`config.mk`:
```
export PLATFORM = sky130hd
export DESIGN_NAME = id_scoreboard_regfile
export DESIGN_NICKNAME = d
export VERILOG_FILES = /design/src/rtl/lc3b_types.sv /design/src/rtl/scoreboard_counters.sv /design/src/rtl/id_scoreboard_regfile.sv
export SDC_FILE = /design/constraint.sdc
export NUM_CORES = 1
export LEC_CHECK = 0
export BUFFER_PORTS_ARGS = -buffer_cell sky130_fd_sc_hd__buf_2
export CORE_MARGIN = 3
export CORE_UTILIZATION = 40
export CTS_CLUSTER_SIZE = 30
export DETAILED_ROUTE_END_ITERATION = 10
export HOLD_SLACK_MARGIN = 0.03
export MAX_ROUTING_LAYER = met4
export PLACE_DENSITY = 0.62
export SYNTH_ARGS = -nofsm -noshare
export SYNTH_HDL_FRONTEND = slang
export SYNTH_SLANG_ARGS = --single-unit
```
`constraint.sdc`:
```
create_clock -name clk -period 10.85 [get_ports clk]
set_input_delay 3.255 -clock clk [delete_from_list [all_inputs] [get_ports clk]]
set_output_delay 3.255 -clock clk [all_outputs]
set_load 0.02 [all_outputs]
```
`src/rtl/lc3b_types.sv`:
```
// lc3b_types: shared LC-3b decode types for the ID stage.
//   lc3b_opcode      - IR[15:12] opcode enum
//   lc3b_reg/word    - 3-bit register index, 16-bit data word
//   lc3b_operand_use - which registers an instruction reads/writes
//   decode_operands  - combinational operand decode of an IR word
// Unused operand indices still carry the IR field so the regfile
// read ports always show a defined register.
package lc3b_types;

  typedef enum logic [3:0] {
    OP_BR   = 4'h0, OP_ADD = 4'h1, OP_LDB = 4'h2, OP_STB = 4'h3,
    OP_JSR  = 4'h4, OP_AND = 4'h5, OP_LDW = 4'h6, OP_STW = 4'h7,
    OP_RTI  = 4'h8, OP_NOT = 4'h9, OP_LDI = 4'hA, OP_STI = 4'hB,
    OP_JMP  = 4'hC, OP_SHF = 4'hD, OP_LEA = 4'hE, OP_TRAP = 4'hF
  } lc3b_opcode;

  typedef logic [2:0]  lc3b_reg;
  typedef logic [15:0] lc3b_word;

  typedef struct packed {
    lc3b_reg sr1_idx;
    logic    sr1_use;
    lc3b_reg sr2_idx;
    logic    sr2_use;
    lc3b_reg dest_idx;
    logic    writes;
  } lc3b_operand_use;

  function automatic lc3b_operand_use decode_operands(input lc3b_word ir);
    lc3b_operand_use u;
    u.sr1_idx  = ir[8:6];
    u.sr1_use  = 1'b0;
    u.sr2_idx  = ir[2:0];
    u.sr2_use  = 1'b0;
    u.dest_idx = ir[11:9];
    u.writes   = 1'b0;
    case (lc3b_opcode'(ir[15:12]))
      OP_ADD, OP_AND: begin
        u.sr1_use = 1'b1;
        u.sr2_use = ~ir[5];   // IR[5]=1 selects the immediate form
        u.writes  = 1'b1;
      end
      OP_NOT, OP_SHF, OP_LDB, OP_LDW, OP_LDI: begin
        u.sr1_use = 1'b1;
        u.writes  = 1'b1;
      end
      OP_LEA: u.writes = 1'b1;
      OP_STB, OP_STW, OP_STI: begin
        // store data source lives in the dest field
        u.sr1_use = 1'b1;
        u.sr2_idx = ir[11:9];
        u.sr2_use = 1'b1;
      end
      OP_JMP: u.sr1_use = 1'b1;
      OP_JSR: begin
        u.dest_idx = 3'd7;
        u.writes   = 1'b1;
        u.sr1_use  = ~ir[11];  // JSRR reads its base register
      end
      OP_TRAP: begin
        u.dest_idx = 3'd7;
        u.writes   = 1'b1;
      end
      default: ;               // BR, RTI: no register operands
    endcase
    return u;
  endfunction

endpackage

```
`src/rtl/scoreboard_counters.sv`:
```
// scoreboard_counters: per-register count of in-flight writers.
//   clk, reset : clock, synchronous active-high reset
//   inc[8]     : a writer to register r issues this cycle
//   dec[8]     : a writer to register r retires this cycle
//   cnt[8]     : current pending count per register
//   error      : sticky, a retire arrived for a register with count 0
// Counts saturate at both ends; inc and dec together cancel.
module scoreboard_counters #(
  parameter int CNT_W = 2
) (
  input  logic                         clk,
  input  logic                         reset,
  input  logic [7:0]                   inc,
  input  logic [7:0]                   dec,
  output logic [7:0][CNT_W-1:0]        cnt,
  output logic                         error
);
  localparam logic [CNT_W-1:0] CNT_MAX = '1;

  logic [7:0] zero;

  always_comb begin
    zero = '0;
    for (int r = 0; r < 8; r++) zero[r] = (cnt[r] == '0);
  end

  always_ff @(posedge clk) begin
    if (reset) begin
      cnt   <= '0;
      error <= 1'b0;
    end else begin
      for (int r = 0; r < 8; r++) begin
        if (inc[r] && !dec[r] && cnt[r] != CNT_MAX)
          cnt[r] <= cnt[r] + 1'b1;
        else if (dec[r] && !inc[r] && !zero[r])
          cnt[r] <= cnt[r] - 1'b1;
      end
      if (|(dec & zero)) error <= 1'b1;
    end
  end

endmodule

```
`src/rtl/id_scoreboard_regfile.sv`:
```
// id_scoreboard_regfile: LC-3b decode-stage operand fetch + hazard stall.
//   clk, reset        : clock, synchronous active-high reset
//   ir_in, valid_in   : instruction in ID from the IF/ID barrier
//   stall_in, flush   : downstream hold / squash of the ID instruction
//   retire_*          : writer leaving WB (load=0 means squashed writer)
//   sr1_out, sr2_out  : operands to ID/EX, valid in the issue cycle
//   issue             : ID instruction accepted (ID/EX valid)
//   stall_out         : hold IF/ID and pc
//   error_out         : sticky, retire seen on a register with no writers
// Optional: ID_WRITE_BYPASS_EN forwards a same-cycle retire into the
// operand reads and the hazard check, removing one stall cycle.
module id_scoreboard_regfile
  import lc3b_types::*;
#(
  parameter int CNT_W = 2
) (
  input  logic        clk,
  input  logic        reset,
  input  logic [15:0] ir_in,
  input  logic        valid_in,
  input  logic        stall_in,
  input  logic        flush,
  input  logic        retire_valid,
  input  logic [2:0]  retire_dest,
  input  logic        retire_load,
  input  logic [15:0] retire_data,
  output logic [15:0] sr1_out,
  output logic [15:0] sr2_out,
  output logic        issue,
  output logic        stall_out,
  output logic        error_out
);
  localparam logic [CNT_W-1:0] CNT_MAX = '1;

  lc3b_operand_use        ou;
  logic [7:0][15:0]       rf;
  logic [7:0][CNT_W-1:0]  cnt, cnt_eff;
  logic [7:0]             inc_vec, dec_vec;
  logic                   wr_en, hazard;

  assign ou      = decode_operands(ir_in);
  assign wr_en   = retire_valid & retire_load;
  assign dec_vec = retire_valid ? (8'b1 << retire_dest) : 8'b0;
  assign inc_vec = (issue & ou.writes) ? (8'b1 << ou.dest_idx) : 8'b0;

`ifdef ID_WRITE_BYPASS_EN
  // A retiring writer is already counted as gone; its data is forwarded.
  always_comb begin
    cnt_eff = cnt;
    for (int r = 0; r < 8; r++)
      cnt_eff[r] = cnt[r] - CNT_W'(dec_vec[r] && cnt[r] != '0);
  end
  assign sr1_out = (wr_en && retire_dest == ou.sr1_idx) ? retire_data : rf[ou.sr1_idx];
  assign sr2_out = (wr_en && retire_dest == ou.sr2_idx) ? retire_data : rf[ou.sr2_idx];
`else
  assign cnt_eff = cnt;
  assign sr1_out = rf[ou.sr1_idx];
  assign sr2_out = rf[ou.sr2_idx];
`endif

  // Sources wait for all pending writers; a destination only waits when
  // its counter has no room for another in-flight writer.
  always_comb begin
    hazard = valid_in & (
               (ou.sr1_use & (cnt_eff[ou.sr1_idx] != '0)) |
               (ou.sr2_use & (cnt_eff[ou.sr2_idx] != '0)) |
               (ou.writes  & (cnt_eff[ou.dest_idx] == CNT_MAX)));
  end

  assign issue     = valid_in & ~hazard & ~stall_in & ~flush & ~reset;
  assign stall_out = (hazard | stall_in) & ~flush & ~reset;

  always_ff @(posedge clk) begin
    if (reset)      rf <= '0;
    else if (wr_en) rf[retire_dest] <= retire_data;
  end

  scoreboard_counters #(.CNT_W(CNT_W)) u_sb (
    .clk   (clk),
    .reset (reset),
    .inc   (inc_vec),
    .dec   (dec_vec),
    .cnt   (cnt),
    .error (error_out)
  );

endmodule

```
==> results of run 1 <==
flip-flops by register name, indices dropped and copies added, names as in the netlist:
| signal | count |
|---|---|
| u_sb.error | 1 |
| rf | 128 |
| u_sb.cnt | 16 |
per-layer routing:
layer  part of all wire, %  global-route usage, %  up-vias
met1                    44                   31.4     3521
met4                   1.7                   7.00        0
li1                      -                      -     3397
met2                    47                   36.9      273
met3                   6.5                   4.03       30
met5                     0                      -        -
path summary, 6_finish.rpt:
check                      to  slack [ps]  cells past startpoint         from
setup / recovery    stall_out        1550                     10    ir_in[12]
hold / removal         rf[84]         460                      2       rf[84]
setup reg to reg  u_sb.cnt[2]        8160                      7  u_sb.cnt[0]
hold reg to reg        rf[84]         460                      2       rf[84]
kinds of logic (layout without fill, tap and decap cells):
| kind of cell | count (synthesis) | count (layout) | synth area share, % |
|---|---|---|---|
| AO/OA/AOI/OAI | 189 | 189 | 13.5 |
| flip-flops | 145 | 145 | 35.2 |
| XOR/XNOR | 1 | 1 | 0.106 |
| other | 0 | 1 | 0 |
| AND/OR/NAND/NOR | 405 | 405 | 21.2 |
| buffers and inverters | 91 | 122 | 4.98 |
| adder cells (fa/ha/maj) | 4 | 4 | 0.607 |
| multiplexers | 110 | 110 | 24.4 |
critical path: stages:
cell and delay [ps]:
buf_2 100, ha_1 220, a21boi_4 400, mux2i_4 280, buf_4 590, a31oi_2 330, a21oi_1 440, nor2b_1 90
o21a_1 180, buf_2 150
power groups by stage:
stage | clock network [mW] | logic, mW | registers, mW
detailed placement | 0 | 0.127 | 0.555
global placement | 0 | 0.126 | 0.555
finish | 0.581 | 0.127 | 0.544
CTS | 0.587 | 0.127 | 0.544
global route | 0.610 | 0.137 | 0.544
floorplan | 0 | 0.0915 | 0.554
cell usage in the layout (no fill, tap or decap), types with 6 or more instances in the layout:
cell and n:
nand2_1 287, dfxtp_1 145, a21oi_1 138, buf_2 73
mux4_2 68, mux2_2 35, nor2_1 29, clkbuf_16 17
nor3_1 14, nand3_1 13, and3_1 12, and2_1 10
buf_4 10, nor2b_1 8, inv_1 6, a31oi_1 6
per-stage QoR:
| step | instance area, sq um | hold WS (ps) |
|---|---|---|
| after floorplan | 8240 | 443 |
| after global placement | 8660 | 450 |
| after detailed placement | 8660 | 459 |
| after CTS | 9240 | 465 |
| after global routing | 9240 | 482 |
| final | 9240 | 463 |
layout make-up:
cell class                 count  share of cell area (%)
timing repair buffer          83                    4.77
clock inverter                12                    1.46
clock buffer                  20                    4.73
antenna                        1                  0.0271
tap                          265                    3.59
multi-input combinational    709                    53.7
sequential                   145                    31.4
inverter                       7                   0.284
==> metrics, run 1 <==
# Post-CTS Setup Buffers=0; WL final=24.9 mm; worst-margin pin slew=about 1100 ps; Multi-input gate area=0.00496 sq mm; ys async rst share=0%; Fin Setup TNS=0 ps; Die X=150 um; Sw Share=between 20% and 30%; WP data arrival=6050 ps; worst rel slew slack=roughly a quarter; via count=7,221; Max VDD drop=approximately 0.00011 V; Global Route Usage Sum=23.5%; unrepaired setup endpoints after global routing=false; P_leak=3.25 nW; area grow syn2layout=12.1%; Comb pwr share=10.1%; Clock Tree Buf Depth=2; most common cell in the netlist=nand2_1; fmax=around 110 MHz; Final setup viols=0; Die Ht=150 um; root buf cell=clkbuf_16; Routed Antenna Nets=0; htree depth=4; Final nets=1,009; crit path max fanout=34; Hold-fix buffers, CTS=0; TritonCTS clock tree=built; total CTS buffers=17; synthesized area per cell=8.72 sq um; fillers=1,911; Flop pwr share=43.4%; cell area after synthesis=about 0.0082 sq mm; non-filler cells, final=about 1,200; fraction of layout cells with a size suffix above 1=around a quarter; Resized Gates After CTS=0; top_reg_cell synth=dfxtp_1; largest net degree at the start of global routing=108; sequential-to-total area share from yosys stat=35.2%; Pwr Total=1.25 mW; top post-synthesis cells by area=dfxtp_1 35%, mux4_2 19%, nand2_1 13%; final count of pins violating max slew=0; worst setup path class=in -> out; IO buf count=74; Starting Density=41.5%; CTS sink count=145; Clk pwr share=46.4%; period utilization=85.7%; Post-Syn Instances=945; vias in the first global route=7,032; core box area=0.0198 sq mm; Synth top cells by count=287 x nand2_1, 145 x dfxtp_1, 138 x a21oi_1, 68 x mux4_2, 54 x clkbuf_1; HPWL Detailed=15.5 mm; Final Util=46.5%; number of synthesized flops with an enable pin=0; Final WS setup=~1500 ps; Critical Path RT=7600 ps; post-route DRC violation count=0; Final Hold Vio Count=0; GPL Wtd Cong=0.887; Final Critical Period=9300 ps; placed instance count=about 1,200; total grt overflow=0; post-synth top area cell=dfxtp_1; # Max-Cap Violations=0; antenna violations before repair=1; flip-flop and latch area=between 0.002 and 0.003 sq mm; # rows=51; CP Capture Type=output port; P per Cell Area=about 140 mW/mm^2; hold crit path type=reg -> reg; first-pass GRT wire length=39.8 mm; DRT iter0 DRCs=605; Place WS=1540 ps; status=complete, no violations; first-pass detailed-route iteration total=5; internal cell power=924 uW; Die ar.=0.0224 sq mm; flops & latches, synth=about 150; IO Pins=between 70 and 80; Unique masters post-synth=63; Clk Latency, worst-skew pair=420 ps; share of the synthesized area in the top cell type=35.2%; vias per cell=5.81; clock transition at the registers of the reported paths=60 ps; Clock Skews=6.37 ps; Mapped Nets=991; Psw=328 uW; routed len/inst=20.0 um; Worst setup SP type=primary input; synth warn=0
Note: power is estimated with default switching activity, not from simulation.
==> run 2: changes to the inputs <==
--- a/config.mk
+++ b/config.mk
@@ -7,12 +7,13 @@
 export LEC_CHECK = 0
 export BUFFER_PORTS_ARGS = -buffer_cell sky130_fd_sc_hd__buf_2
 export CORE_MARGIN = 3
-export CORE_UTILIZATION = 40
+export CORE_UTILIZATION = 29
 export CTS_CLUSTER_SIZE = 30
 export DETAILED_ROUTE_END_ITERATION = 10
 export HOLD_SLACK_MARGIN = 0.03
 export MAX_ROUTING_LAYER = met4
-export PLACE_DENSITY = 0.62
+export PLACE_DENSITY = 0.5
 export SYNTH_ARGS = -nofsm -noshare
 export SYNTH_HDL_FRONTEND = slang
+export SYNTH_HIERARCHICAL = 1
 export SYNTH_SLANG_ARGS = --single-unit
==> constraint.sdc (replaced) <==
create_clock -name clk -period 10.85 [get_ports clk]
set_input_delay 2.7125 -clock clk [delete_from_list [all_inputs] [get_ports clk]]
set_output_delay 2.7125 -clock clk [all_outputs]
set_load 0.02 [all_outputs]
==> run 2 against run 1 <==
Compared with the run above: core utilization shrank 12 points; via count shrank 5.2%; first-iteration DRC count shrank 5.6%; clock skew is essentially flat; critical path depth shrank 2; highest routed layer unchanged.
==> metrics, run 2 <==
most common cell in the netlist=nand2_1; GPL Wtd Cong=0.791 (-11%); placed inst area=0.00856 sq mm (-1.2%); crit path cell chain=buf_2 -> ha_1 -> a21boi_4 -> mux2i_4 -> buf_4 -> mux4_2 -> mux2_2 -> buf_2; sequential-to-total area share from yosys stat=36.6% (+1.4 points); htree depth=4 (unchanged); most frequent cells in the layout=279 x nand2_1, 149 x a21oi_1, 145 x dfxtp_1, 73 x buf_2, 67 x mux4_2; P_leak=3.14 nW (-3.4%); status=complete, no violations; Die Ht=171 um (+15%); Hold-fix buffers, CTS=0 (unchanged); unrepaired setup endpoints after global routing=false; peak per-stage delay on the critical path=770 ps (+180 ps); worst-margin pin slew=1160 ps (+32.8 ps); Critical Path RT=8140 ps (+540 ps); Mapped Nets=947 (-4.4%); fraction of layout cells with a size suffix above 1=24.4% (+0.80 points); clock transition at the registers of the reported paths=70 ps (about the same); root buf cell=clkbuf_16; CP bufs+invs=3 (unchanged); Synth top cells by count=279 x nand2_1, 149 x a21oi_1, 145 x dfxtp_1, 67 x mux4_2, 43 x clkbuf_1; Critical R2R Capture=u_sb/cnt[11]; Unique masters post-synth=45 (-29%); flops & latches, synth=145 (unchanged); IO Pins=77 (unchanged); Final Critical Period=8210 ps (-1090 ps); final count of pins violating max slew=0 (unchanged); largest net degree at the start of global routing=102 (-5.6%); crit path max fanout=20 (-41%); met3 usage=3.13% (-0.90 points); Worst setup SP type=primary input; reg-to-reg setup timing slack=8160 ps (about the same); Clock Tree Buf Depth=2 (unchanged); fmax=122 MHz (+13%); share of the synthesized area in the top cell type=36.6% (+1.4 points); CTS sink count=145 (unchanged); post-route DRC violation count=0 (unchanged); Max VDD drop=0.0000814 V (-28%); Regs by FF count=rf (128), u_sb/cnt (16), u_sb/error (1); met1 Resource Use GR=26.1% (-5.3 points); min-delay src=rf[112]; fillers=2,739 (+43%); routed len/inst=20.2 um (+0.91%); CP Capture Type=output port; # rows=59 (+16%); Clock Skews=6.55 ps (+0.186 ps); core box area=0.0265 sq mm (+34%); CP delay by family, top=multiplexers; hold endpoint=rf[112]; hold crit path type=reg -> reg; most frequent CP cell=buf_2; max reg flops=128 (unchanged); Fin Setup TNS=0 ps (unchanged); WP data arrival=5500 ps (-550 ps); Starting Density=29.9% (-12 points); Routed Antenna Nets=0 (unchanged); ys async rst share=0% (unchanged); Largest Register=rf; cell area after synthesis=0.00793 sq mm (-3.8%); Die X=171 um (+15%); top_reg_cell synth=dfxtp_1; vias per cell=5.32 (-8.6%); Final Hold Vio Count=0 (unchanged); synthesized area per cell=8.80 sq um (+0.89%); synth warn=6 (+6); IO buf count=74 (unchanged); Global Route Usage Sum=18.6% (-4.9 points); Final Instance Area=0.00916 sq mm (-0.83%); top post-synthesis cells by area=dfxtp_1 37%, mux4_2 19%, nand2_1 13%; Slowest-stage cell, CP=mux2i_4; total CTS buffers=17 (unchanged); first-pass detailed-route iteration total=5 (unchanged); Psw=342 uW (+4.3%); Final WS setup=2640 ps (+1090 ps); vias in the first global route=6,575 (-6.5%); R2R depth=9 (+2); Die ar.=0.0294 sq mm (+31%); TritonCTS clock tree=built; Pwr Total=1.27 mW (+1.6%); Clk Latency, worst-skew pair=420 ps (about the same); worst rel slew slack=22.5% (-2.4 points); Sw Share=26.9% (+0.71 points); post-synth top area cell=dfxtp_1; Post-Syn Instances=901 (-4.7%); Place WS=2610 ps (+1070 ps); Comb pwr share=9.5% (-0.6 points); total grt overflow=0 (unchanged); P per Cell Area=139 mW/mm^2 (+2.4%); most common cell after layout, fill and taps aside=nand2_1; gr busiest metal=met2; Resized Gates After CTS=0 (unchanged); internal cell power=929 uW (+0.60%); Final Util=34.6% (-12 points); # Post-CTS Setup Buffers=0 (unchanged); Flop pwr share=42.8% (-0.6 points); antenna violations before repair=1 (unchanged); area grow syn2layout=15.5%; period utilization=75.7% (-10 points); Final setup viols=0 (unchanged); RR Startpoint=u_sb/cnt[1]; M2 GR Usage=28.4% (-8.5 points); # Max-Cap Violations=0 (unchanged); DRT iter0 DRCs=571 (-5.6%); Final nets=985 (-2.4%); WL final=26.0 mm (+4.6%); number of synthesized flops with an enable pin=0 (unchanged); Min-Delay Path Depth=2 (unchanged); via count=6,848 (-5.2%); HPWL Detailed=15.7 mm (+1.2%); first-pass GRT wire length=40.2 mm (+1.1%); worst setup path class=in -> out; Clk pwr share=47.7% (+1.3 points)
-- run 2: cell types whose count changed after synthesis, sizes merged, moves of 6 or more --
| cell | change |
|---|---|
| nand2 | -8 |
| o21ai | +8 |
| a21oi | +11 |
| and3 | -6 |
| nand2b | +14 |
| nor3 | -8 |
| and2 | -8 |
| nand3 | -9 |
| buf | -21 |
-- run 2: worst reg2reg max path, stage by stage (launching register included) --
cell      delay [ps]
dfxtp_1          400
and3b_1          230
a311o_1          310
a31oi_1          200
o221ai_1         220
a211oi_4         440
and3_1           330
nor2b_1          200
o21ai_0          120
a21oi_1          170
-- run 2: cell type report --
cell class	count	area [sq um]	share of cell area [%]
antenna	1	2.50	0.0273
clock buffer	17	425	4.64
clock inverter	15	174	1.90
inverter	4	15.0	0.164
multi-input combinational	684	4750	51.9
sequential	145	2900	31.7
tap	335	419	4.58
timing repair buffer	87	470	5.14
-- run 2: per-stage QoR --
step	hold WS (ps)	cells
4_1_cts	467	1287
6_report	467	1288
5_1_grt	484	1288
3_3_place_gp	450	1255
3_5_place_dp	458	1255
2_1_floorplan	443	901
-- run 2: worst max-delay path by stage --
stage	start	to	cells after the start
5_1_grt	ir_in[13]	stall_out	9
6_report	ir_in[12]	sr2_out[11]	8
4_1_cts	ir_in[12]	stall_out	9
2_1_floorplan	ir_in[12]	sr2_out[0]	6
3_3_place_gp	ir_in[12]	stall_out	9
3_5_place_dp	ir_in[12]	sr2_out[11]	8
-- run 2: kinds of logic after synthesis --
kind of cell | count (synthesis) | share of synthesized area [%]
muxes | 107 | 24.8
and+or+nand+nor | 381 | 20.4
buffers and inverters | 72 | 3.87
adders and majority gates | 4 | 0.631
xor gates and xnor gates | 1 | 0.110
DFF | 145 | 36.6
AOI/OAI and AO/OA | 191 | 13.5
-- run 2: per-layer routing --
layer,share of wire [%],vias up
li1,-,3242
met1,46,3342
met2,46,251
met3,7.0,13
met4,0.71,0
met5,0,-
-- run 2: power by group through the flow --
stage	registers [mW]	clock network, mW	logic, mW
2_1_floorplan	0.554	0	0.0833
3_3_place_gp	0.555	0	0.121
3_5_place_dp	0.556	0	0.122
4_1_cts	0.544	0.617	0.122
5_1_grt	0.544	0.642	0.132
6_report	0.544	0.607	0.121
==> run 3: changes to the inputs <==
==> constraint.sdc (replaced) <==
create_clock -name clk -period 7.7 [get_ports clk]
set_input_delay 1.925 -clock clk [delete_from_list [all_inputs] [get_ports clk]]
set_output_delay 1.925 -clock clk [all_outputs]
set_load 0.02 [all_outputs]
==> run 3 against run 2 <==
Compared with the run above: via count hardly changed; sequential share of layout area decreased by 0.16 points; first-iteration DRC count rose by 36%; highest routed layer unchanged.
==> metrics, run 3 (same netlist as run 2, synthesis figures left out) <==
Largest Register=rf; Clock Tree Buf Depth=2 (unchanged); worst rel slew slack=28.1% (+5.6 points); routed len/inst=20.1 um (-0.38%); WL final=25.9 mm (-0.38%); placed inst area=0.00858 sq mm (+0.23%); Routed Antenna Nets=0 (unchanged); Final Instance Area=0.00921 sq mm (+0.52%); Resized Gates After CTS=0 (unchanged); Fin Setup TNS=0 ps (unchanged); largest net degree at the start of global routing=83 (-19%); Final Critical Period=6340 ps; most frequent CP cell=buf_2; Regs by FF count=rf (128), u_sb/cnt (16), u_sb/error (1); unrepaired setup endpoints after global routing=false; CP Capture Type=output port; total grt overflow=0 (unchanged); Die X=171 um (unchanged); Final Hold Vio Count=0 (unchanged); first-pass GRT wire length=39.2 mm (-2.4%); Final nets=986 (+0.10%); # Max-Cap Violations=0 (unchanged); final count of pins violating max slew=0 (unchanged); antenna violations before repair=1 (unchanged); Slowest-stage cell, CP=buf_4; via count=6,843 (-0.073%); status=complete, no violations; Starting Density=29.9% (unchanged); most frequent cells in the layout=279 x nand2_1, 149 x a21oi_1, 145 x dfxtp_1, 73 x buf_2, 67 x mux4_2; non-filler cells, final=1,288 (unchanged); P_leak=3.17 nW (+0.93%); first-pass detailed-route iteration total=7 (+2); Die Ht=171 um (unchanged); crit path max fanout=32 (+60%); crit path cell chain=buf_2 -> ha_1 -> a21boi_4 -> mux2i_4 -> buf_4 -> mux4_2 -> mux2_2 -> buf_2; Pwr Total=1.84 mW (+45%); DRT iter0 DRCs=774 (+36%); IO Pins=77 (unchanged); most common cell after layout, fill and taps aside=nand2_1; clock transition at the registers of the reported paths=70 ps (about the same); CTS sink count=145 (unchanged); hold crit path type=reg -> reg; Final setup viols=0 (unchanged); fillers=2,735 (-0.15%); Critical Path RT=5780 ps (-2360 ps); htree depth=4 (unchanged); CP Launch Point=ir_in[12]; P per Cell Area=200 mW/mm^2 (+44%); core box area=0.0265 sq mm (unchanged); area grow syn2layout=16.1%; Die ar.=0.0294 sq mm (unchanged); # Post-CTS Setup Buffers=0 (unchanged); Clk Latency, worst-skew pair=420 ps (about the same); GPL Wtd Cong=0.773 (-2.2%); worst setup path class=in -> out; Global Route Usage Sum=18.2% (-0.40 points); period utilization=82.3%; HPWL Detailed=15.8 mm (+1.1%); root buf cell=clkbuf_16; WP data arrival=4410 ps (-1090 ps); fmax=~160 MHz; max reg flops=128 (unchanged); post-route DRC violation count=0 (unchanged); vias in the first global route=6,369 (-3.1%); Hold-fix buffers, CTS=0 (unchanged); # rows=59 (unchanged); Max VDD drop=0.000115 V (+42%); TritonCTS clock tree=built; worst-margin pin slew=1080 ps (-83.4 ps); RR Startpoint=u_sb/cnt[0]; total CTS buffers=17 (unchanged); min-delay src=rf[40]; Clock Skews=14.3 ps (+7.77 ps); IO buf count=74 (unchanged); placed instance count=1,256 (+0.080%); Final Util=34.7% (+0.18 points); vias per cell=5.31 (about the same); peak per-stage delay on the critical path=490 ps (-280 ps); fraction of layout cells with a size suffix above 1=24.4% (unchanged); Worst setup SP type=primary input
## run 3: layout make-up
class / count / area (sq um) / share of cell area, %
multi-input combinational: 684 / 4750 / 51.6
clock inverter: 14 / 201 / 2.19
inverter: 4 / 15.0 / 0.163
tap: 335 / 419 / 4.55
clock buffer: 17 / 425 / 4.62
antenna: 1 / 2.50 / 0.0272
timing repair buffer: 88 / 490 / 5.33
sequential: 145 / 2900 / 31.5
## run 3: metal layers
metal / track usage [%] / part of all wire [%] / routed length (um) / vias up
met5: - / 0 / 0 / -
met4: 2.62 / 0.60 / 155 / 0
met3: 3.06 / 6.7 / 1730 / 12
met2: 28.0 / 46 / 11900 / 253
met1: 25.9 / 47 / 12100 / 3342
li1: - / - / - / 3236
## run 3: path summary, 6_finish.rpt
| check | endpoint | slack (ps) | cells after the start |
|---|---|---|---|
| max | sr2_out[8] | 1360 | 8 |
| min reg2reg | rf[40] | 470 | 2 |
| min | rf[40] | 470 | 2 |
| max reg2reg | u_sb/cnt[10] | 5060 | 9 |
## run 3: worst max-delay path, delay by kind of cell
| family | cells | cell delay (ps) |
|---|---|---|
| fa+ha+maj | 1 | 190 |
| buf+inv | 3 | 760 |
| compound gates | 1 | 400 |
| mux | 3 | 1080 |
## run 3: report_power, final
| part | total (mW) | internal [mW] | switching [mW] | leakage, nW |
|---|---|---|---|---|
| sequential | 0.766 | 0.759 | 0.00703 | 1.17 |
| clock | 0.903 | 0.548 | 0.355 | 0.307 |
| combinational | 0.171 | 0.0628 | 0.108 | 1.69 |
## run 3: per-stage QoR
stage / setup WS, ps / hold slack (ps)
4_1_cts: 1360 / 468
6_report: 1360 / 467
2_1_floorplan: 1740 / 443
5_1_grt: 1270 / 484
3_5_place_dp: 1350 / 459
3_3_place_gp: 1380 / 451
